## config.mk

```make
export PLATFORM = sky130hd
export DESIGN_NAME = program_loader
export DESIGN_NICKNAME = d
export VERILOG_FILES = /design/src/rtl/program_loader.sv
export SDC_FILE = /design/constraint.sdc
export NUM_CORES = 1
export LEC_CHECK = 0
export ABC_CLOCK_PERIOD_IN_PS = 3400
export CORE_ASPECT_RATIO = 1.25
export CORE_MARGIN = 2
export CORE_UTILIZATION = 49
export DETAILED_ROUTE_END_ITERATION = 8
export PLACE_DENSITY_LB_ADDON = 0.25
export RECOVER_POWER = 25
export SETUP_SLACK_MARGIN = 0.15
export SYNTH_ARGS = -nofsm -noshare
export SYNTH_HDL_FRONTEND = slang
export SYNTH_SLANG_ARGS = --single-unit
export TNS_END_PERCENT = 50
```

## constraint.sdc

```tcl
create_clock -name Clk -period 3.4 [get_ports Clk]
set_clock_uncertainty 0.1 [all_clocks]
set_input_delay 0.51 -clock Clk [delete_from_list [all_inputs] [get_ports Clk]]
set_output_delay 0.51 -clock Clk [all_outputs]
set_load 0.02 [all_outputs]
```

## src/rtl/program_loader.sv

```systemverilog
// Boot loader: turns a counted, checksummed byte stream into 16-bit RAM words and releases the CPU.
// Latency: one accepted byte per cycle; each word costs a write cycle after its low byte.
// Backpressure: ByteReady is decoded from state only and drops during the write cycle and once terminal.
module program_loader #(
  parameter int          ADDR_W    = 10,
  parameter int unsigned MAX_WORDS = 1024
) (
  input  logic              Clk,
  input  logic              Rst,
  input  logic [7:0]        ByteIn,
  input  logic              ByteValid,
  output logic              ByteReady,
  output logic [ADDR_W-1:0] RamAddrB,
  output logic [15:0]       RamDataB,
  output logic              RamWeB,
  output logic              CpuRun,
  output logic              LoadErr
);

  typedef enum logic [2:0] {
    S_CNT_HI,
    S_CNT_LO,
    S_DAT_HI,
    S_DAT_LO,
    S_WRITE,
    S_CHK,
    S_DONE,
    S_ERR
  } state_t;

  state_t              state_q;
  logic [7:0]          cnt_hi_q;
  logic [ADDR_W:0]     cnt_q;      // one extra bit so a full 2**ADDR_W image fits
  logic [ADDR_W:0]     idx_q;
  logic [7:0]          hi_q;
  logic [7:0]          acc_q;
  logic [ADDR_W-1:0]   addr_q;
  logic [15:0]         data_q;
  logic                we_q;
  logic                run_q;
  logic                err_q;

  logic                accept_d;
  logic [15:0]         cnt_full_d;
  logic [ADDR_W:0]     idx_inc_d;
  logic                too_big_d;

  // Ready depends only on the current state, never on ByteValid.
  always_comb begin
    ByteReady = 1'b0;
    case (state_q)
      S_CNT_HI, S_CNT_LO, S_DAT_HI, S_DAT_LO, S_CHK: ByteReady = 1'b1;
      default:                                       ByteReady = 1'b0;
    endcase
  end

  assign accept_d   = ByteValid && ByteReady;
  assign cnt_full_d = {cnt_hi_q, ByteIn};
  assign idx_inc_d  = idx_q + 1'b1;
  assign too_big_d  = ({16'd0, cnt_full_d} > MAX_WORDS);

  // Loader FSM; all outputs are registered here so CpuRun/LoadErr/RamWeB cannot glitch.
  always_ff @(posedge Clk or negedge Rst) begin
    if (!Rst) begin
      state_q  <= S_CNT_HI;
      cnt_hi_q <= '0;
      cnt_q    <= '0;
      idx_q    <= '0;
      hi_q     <= '0;
      acc_q    <= '0;
      addr_q   <= '0;
      data_q   <= '0;
      we_q     <= 1'b0;
      run_q    <= 1'b0;
      err_q    <= 1'b0;
    end else begin
      we_q <= 1'b0;
      case (state_q)
        S_CNT_HI: begin
          if (accept_d) begin
            cnt_hi_q <= ByteIn;
            state_q  <= S_CNT_LO;
          end
        end
        S_CNT_LO: begin
          if (accept_d) begin
            cnt_q <= cnt_full_d[ADDR_W:0];
            if (too_big_d) begin
              err_q   <= 1'b1;
              state_q <= S_ERR;
            end else if (cnt_full_d == 16'd0) begin
              state_q <= S_CHK;
            end else begin
              state_q <= S_DAT_HI;
            end
          end
        end
        S_DAT_HI: begin
          if (accept_d) begin
            hi_q    <= ByteIn;
            acc_q   <= acc_q ^ ByteIn;
            state_q <= S_DAT_LO;
          end
        end
        S_DAT_LO: begin
          if (accept_d) begin
            acc_q   <= acc_q ^ ByteIn;
            data_q  <= {hi_q, ByteIn};
            addr_q  <= idx_q[ADDR_W-1:0];
            we_q    <= 1'b1;
            state_q <= S_WRITE;
          end
        end
        S_WRITE: begin
          // The write strobe is high for exactly this one cycle.
          idx_q   <= idx_inc_d;
          state_q <= (idx_inc_d == cnt_q) ? S_CHK : S_DAT_HI;
        end
        S_CHK: begin
          if (accept_d) begin
            if (ByteIn == acc_q) begin
              run_q   <= 1'b1;
              state_q <= S_DONE;
            end else begin
              err_q   <= 1'b1;
              state_q <= S_ERR;
            end
          end
        end
        S_DONE:  state_q <= S_DONE;
        S_ERR:   state_q <= S_ERR;
        default: state_q <= S_ERR;
      endcase
    end
  end

  assign RamAddrB = addr_q;
  assign RamDataB = data_q;
  assign RamWeB   = we_q;
  assign CpuRun   = run_q;
  assign LoadErr  = err_q;

endmodule
```

==> summary.txt, run 1 <==
Status - finished, violations left
Failing checks - max-capacitance violations, max-slew violations
Critical Path Sink Type - flop
Largest net degree at the start of global routing - 79
Die X - 80.66 um
Post-Synth XOR/XNOR Area - 9.732%
Netlist cell types - 42
Syn Nets - 312
Crit Reg-Reg Endpoint - state_q[2]$_DFFE_PN0P_
Clk buf depth - 2
Final period util - 79.86%
Post-Synth Adder-Cell Area - 0.6257%
Final hold slack - 0.3686 ns
MaxCap Viol Count - 1
Worst hold stages - 1
Max-slew headroom - -22.67%
Worst-skew pair later-pin latency - 0.34 ns
Crit Path Class - flop to flop
Post-Route Utilization - 60.45%
Max Slew Vio Count - 79
Die area - 8052 um2
Main combinational cell family by area after synthesis - multiplexers
Simple-gate area share of the yosys netlist - 10.36%
First-pass GRT wire length - 11,950 um
Startpoint types - flop
Pwr dens - 860.4 nW/um2
Worst EP required - 3.56 ns
Placed instance area - 4058 um2
CTS root buffer - clkbuf_8
Hold EP - CpuRun$_DFFE_PN0P_
Die Y - 99.83 um
Worst VDD drop - 603.6 uV
Fmax - 368.3 MHz
Number of global-route vias before repair - 2,441
Fillers - 616
Cells after Synth - 300
Worst-path maximum fanout - 7
Final nets - 353
Core ar. - 7062 um2
Vias - 2,369
Hold Path Class - flop to flop
GPL Wtd Cong - 0.8373
CTS tree - done
Compound-Gate Fraction of Synth Area - 6.257%
Synth Area per Inst - 12.00 um2
R2R Setup Slk - 0.68 ns
PortBufs - 40
Setup Viol. Count Final - 0
Post-CTS Hold Fix Bufs - 0
Vias per Instance - 5.433
Layout cells sized above 1 - 22.25%
WL per Instance - 16.20 um
Initial core utilization - 50.97%
#FFs+latches synth - 78
Hold Fails Final Rpt - 0
Post-Syn Area - 3600 um2
IO Pins - 41
Fin crit period - 2.715 ns
Cts repair resizes - 0
Pleak - 1.806 nW
Worst-path clk slew - 0.08 ns
Top_reg_cell synth - dfrtp_1
CTS Buf Count - 9
Post-CTS Setup Inserts - 0
Sequential share of the synthesized area - 54.22%
Setup TNS - 0 ns
H-tree levels - 3
Multiplexer share of the synthesized area - 15.64%
Post-synth EDFFs - 0
ANT cells - 0
Pre-Repair DR Iteration Count - 4
Post-route cell area - 4269 um2
RSZ-0062 raised after global routing - false
Post-synth ARST share - 100.0%
Grt ovf - 0
Syn. warnings - 0
Routed WL - 7063 um
GRT Overall Usage - 19.84%
R2r startpoint - idx_q[0]$_DFFE_PN0P_
DRT iter0 DRCs - 148
HP Start - CpuRun$_DFFE_PN0P_
Worst r2r path cells - 6
DRC - 0
# clock sinks - 78
Antenna violations before repair - 0
# rows - 34
Post-route ant nets - 0
Area growth from synthesis to layout - 18.60%
Worst Path Arrival - 2.87 ns
Total power - 0.003673 W
Final HPWL DP - 4859 um
Actual slew at the worst max-slew pin - 1.840 ns
## worst max path at each step
stage	start	to	slack [ns]	cells after the start
3_5_place_dp	ByteIn[1]	state_q[1]$_DFFE_PN0P_	0.61	6
5_1_grt	idx_q[0]$_DFFE_PN0P_	state_q[2]$_DFFE_PN0P_	0.60	6
2_1_floorplan	idx_q[0]$_DFFE_PN0P_	state_q[2]$_DFFE_PN0P_	0.88	6
3_3_place_gp	ByteIn[1]	state_q[1]$_DFFE_PN0P_	0.62	6
4_1_cts	idx_q[0]$_DFFE_PN0P_	state_q[2]$_DFFE_PN0P_	0.68	6
6_report	idx_q[0]$_DFFE_PN0P_	state_q[2]$_DFFE_PN0P_	0.68	6
## metrics by stage
step	std cells	setup WS, ns
2_1_floorplan	300	0.8819
5_1_grt	436	0.6025
4_1_cts	436	0.6766
3_5_place_dp	420	0.6084
6_report	436	0.6849
3_3_place_gp	420	0.6216
## metal layers
| metal | track usage (%) | wire, um | vias up |
|---|---|---|---|
| met4 | 10.56 | 204 | 0 |
| met1 | 25.06 | 3093 | 1176 |
| met3 | 3.777 | 275 | 17 |
| met5 | 0 | 0 | - |
| li1 | - | - | 1124 |
| met2 | 32.24 | 3490 | 52 |
## cells in the mapped netlist, drive strengths merged (2+ instances only)
cell type | n | area share, %
a21o | 2 | 0.45
dfrtp | 78 | 54
nor2b | 3 | 0.52
mux2 | 50 | 16
a31oi | 2 | 0.35
clkbuf | 9 | 0.94
or3 | 2 | 0.35
buf | 5 | 1.4
xnor2 | 32 | 7.8
nor2 | 11 | 1.1
and3 | 3 | 0.52
o21ai | 9 | 1.3
nand4 | 5 | 0.87
nor3 | 8 | 1.1
nand2 | 25 | 2.6
a21oi | 10 | 1.4
xor2 | 8 | 1.9
nor4 | 2 | 0.35
nand3 | 9 | 1.6
inv | 7 | 0.87
nand2b | 3 | 0.52
or4 | 2 | 0.42
## worst max-delay path, stage by stage (launching register included)
cell and delay [ns]:
dfrtp_1 0.49, ha_1 0.36, xor2_1 0.16, or4_1 0.38, or4_1 0.43, a2111o_1 0.46
a221oi_2 0.24
## power by group
group          internal, W  switching (W)  total [W]
clock network     0.000412       0.000334   0.000747
logic             0.000739       0.000600    0.00134
registers          0.00129       0.000301    0.00159
## cells in the final DEF, fill, tap and decap left out, types with 2 or more instances in the layout
cell / instances
xnor2_1: 32
a21oi_1: 10
nand2b_1: 3
or3_1: 2
and3_1: 3
nand4_1: 5
nor2b_1: 3
nand2_1: 25
clkinv_2: 2
dfrtp_1: 78
a31oi_1: 2
nand3_1: 8
inv_4: 2
nor4_1: 2
bufinv_16: 2
nor3_1: 8
clkdlybuf4s50_1: 39
nor2_1: 11
buf_4: 4
xor2_1: 8
inv_1: 5
mux2_2: 50
o21ai_0: 8
clkbuf_8: 9
or4_1: 2
## final cells by class
cell class                      count  area (um2)  area share, %
Multi-Input combinational cell    201        1534          35.93
Timing Repair Buffer               44       425.4          9.965
Tap cell                           90       112.6          2.638
Inverter                            7       31.28         0.7327
Sequential cell                    78        1952          45.72
Clock inverter                      6       86.33          2.022
Clock buffer                       10       127.6          2.989
## cell families (layout without fill, tap and decap cells)
| family | Yosys count | after routing |
|---|---|---|
| and+or+nand+nor | 75 | 75 |
| muxes | 50 | 50 |
| DFF | 78 | 78 |
| adders and majority gates | 2 | 2 |
| AOI/OAI and AO/OA | 34 | 34 |
| xor gates and xnor gates | 40 | 40 |
| buffers and inverters | 21 | 67 |
## state kept, by name (all words and copies together), names as in the netlist
| signal | count |
|---|---|
| state_q | 3 |
| RamWeB | 1 |
| cnt_q | 11 |
| RamAddrB | 10 |
| LoadErr | 1 |
| idx_q | 11 |
| hi_q | 8 |
| RamDataB | 16 |
| CpuRun | 1 |
| acc_q | 8 |
| cnt_hi_q | 8 |
No activity file was read; power rests on OpenSTA's default activity.
==> inputs of run 2 (changes only) <==
--- a/config.mk
+++ b/config.mk
@@ -5,7 +5,7 @@
 export SDC_FILE = /design/constraint.sdc
 export NUM_CORES = 1
 export LEC_CHECK = 0
-export ABC_CLOCK_PERIOD_IN_PS = 3400
+export ABC_CLOCK_PERIOD_IN_PS = 2600
 export CORE_ASPECT_RATIO = 1.25
 export CORE_MARGIN = 2
 export CORE_UTILIZATION = 49
==> constraint.sdc (replaced) <==
create_clock -name Clk -period 2.6 [get_ports Clk]
set_clock_uncertainty 0.1 [all_clocks]
set_input_delay 0.39 -clock Clk [delete_from_list [all_inputs] [get_ports Clk]]
set_output_delay 0.39 -clock Clk [all_outputs]
set_load 0.02 [all_outputs]
==> run 2 against run 1 <==
  * The flow now finishes without violations
  * Clock power grew 29%
  * Hold slack got worse by 0.0052 ns
  * First-iteration DRC count decreased by 9.5%
  * Utilization increased by 2.2 points
  * Fmax up 14%
  * Total power rose by 33%
  * Final area up 3.7%
  * Die area did not move
  * Non-clock buffer count rose by 20
  * Via count grew 2.9%
==> summary.txt, run 2 (synthesized netlist as in run 1, its figures left out) <==
Status - complete, no violations
PortBufs - 40 (unchanged)
Final period util - 91.87% (+12 points)
Layout cells sized above 1 - 27.05% (+4.8 points)
Area growth from synthesis to layout - 22.98%
Startpoint types - flop
H-tree levels - 3 (unchanged)
Routed WL - 7247 um (+2.6%)
Die Y - 99.83 um (unchanged)
Worst VDD drop - 753.6 uV (+25%)
CTS tree - done
Leading cell type in the layout, fill and taps excluded - dfrtp_1
Core ar. - 7062 um2 (unchanged)
Commonest non-fill, non-tap cells in the layout - 77 x dfrtp_1, 50 x mux2_2, 39 x clkdlybuf4s50_1
GRT Overall Usage - 20.83% (+0.99 points)
MaxCap Viol Count - 0 (-1)
Fmax - 418.6 MHz (+14%)
Crit Path Class - flop to flop
Max Slew Vio Count - 0 (-100%)
Post-Route Utilization - 62.69% (+2.2 points)
Max-slew headroom - 32.72% (+55 points)
Post-route cell area - 4427 um2 (+3.7%)
RSZ-0062 raised after global routing - true
Antenna violations before repair - 0 (unchanged)
Worst Path Arrival - 2.55 ns (-0.32 ns)
GPL Wtd Cong - 0.8290 (-0.99%)
Hold Path Class - flop to flop
Die X - 80.66 um (unchanged)
Final HPWL DP - 5224 um (+7.5%)
# clock sinks - 78 (unchanged)
Final nets - 373 (+5.7%)
Final Worst Setup Slack - 0.2113 ns (-0.4736 ns)
Critical Path Sink Type - flop
Pleak - 1.896 nW (+5.0%)
Vias per Instance - 5.344 (-1.6%)
Fin crit period - 2.389 ns (-0.3264 ns)
Clk buf depth - 2 (unchanged)
Initial core utilization - 50.97% (unchanged)
Setup TNS - 0 ns (unchanged)
Worst-path maximum fanout - 3 (-4)
Worst EP required - 2.76 ns (-0.80 ns)
# rows - 34 (unchanged)
Die area - 8052 um2 (unchanged)
Worst-skew pair later-pin latency - 0.36 ns (+0.02 ns)
Hold Fails Final Rpt - 0 (unchanged)
CTS Buf Count - 9 (unchanged)
DRT iter0 DRCs - 134 (-9.5%)
Placement Setup Slack - 0.07780 ns (-0.5306 ns)
IO Pins - 41 (unchanged)
Grt ovf - 0 (unchanged)
Setup Viol. Count Final - 0 (unchanged)
ANT cells - 0 (unchanged)
Actual slew at the worst max-slew pin - 1.009 ns (-0.8309 ns)
DRC - 0 (unchanged)
Max reg flops - 16 (unchanged)
Worst-path clk slew - 0.08 ns (about the same)
WL per Instance - 15.89 um (-1.9%)
Placed instance area - 4193 um2 (+3.3%)
R2R Setup Slk - 0.21 ns (-0.47 ns)
Pre-Repair DR Iteration Count - 6 (+2)
Largest net degree at the start of global routing - 43 (-46%)
Post-route ant nets - 0 (unchanged)
Number of global-route vias before repair - 2,557 (+4.8%)
Vias - 2,437 (+2.9%)
Pwr dens - 1108 nW/um2 (+29%)
First-pass GRT wire length - 12,600 um (+5.4%)
CTS root buffer - clkbuf_8
==> run 2: timing repair <==
action / 4_1_cts / 5_1_grt
hold buffers: 1 / 0
pin swaps: 3 / 1
setup endpoints to repair: 2 / 3
hold endpoints to repair: 40 / 0
gates resized for setup: 1 / 1
setup buffers: 1 / 0
==> run 2: critical path, cell delays in order, from the launching register on <==
cell and delay [ns]:
dfrtp_1 0.41, ha_4 0.25, xor2_1 0.15, or4_1 0.38
or4_1 0.42, a2111o_1 0.37, a221oi_2 0.23
==> run 2: where the power goes <==
group	leakage [nW]	internal, W	switching [W]
combinational	0.822	0.00104	0.000876
sequential	0.969	0.00168	0.000338
clock	0.104	0.000465	0.000499
==> run 2: worst paths after layout <==
kind / from / to / cells after the start
setup reg to reg: idx_q[1]$_DFFE_PN0P_ / state_q[2]$_DFFE_PN0P_ / 6
hold / removal: CpuRun$_DFFE_PN0P_ / CpuRun$_DFFE_PN0P_ / 1
hold reg to reg: CpuRun$_DFFE_PN0P_ / CpuRun$_DFFE_PN0P_ / 1
setup / recovery: idx_q[1]$_DFFE_PN0P_ / state_q[2]$_DFFE_PN0P_ / 6
max in group asynchronous: Rst / cnt_q[9]$_DFFE_PN0P_ / 3
min in group asynchronous: Rst / RamAddrB[7]$_DFFE_PN0P_ / 2
==> run 2: metrics by stage <==
stage / instances / total power [W] / hold WS (ns)
4_1_cts: 456 / 0.004949 / 0.3691
3_3_place_gp: 438 / 0.003873 / 0.3024
2_1_floorplan: 300 / 0.003278 / -0.005591
3_5_place_dp: 438 / 0.003942 / 0.3008
5_1_grt: 456 / 0.005224 / 0.3893
6_report: 456 / 0.004903 / 0.3635
==> run 2: metal layers <==
metal / track usage (%) / share of wire [%]
met1: 27.61 / 44
met2: 33.46 / 51
met3: 4.227 / 2.6
met4: 8.735 / 2.2
met5: 0 / 0
==> run 2: layout make-up <==
cell class	count	area (um2)
well taps	90	112.6
clock buffers	9	123.9
flip-flops and latches	78	1953
clock inverters	7	86.33
inverters	7	31.28
multi-input cells	201	1546
fillers	598	2635
repair buffers	64	573.1
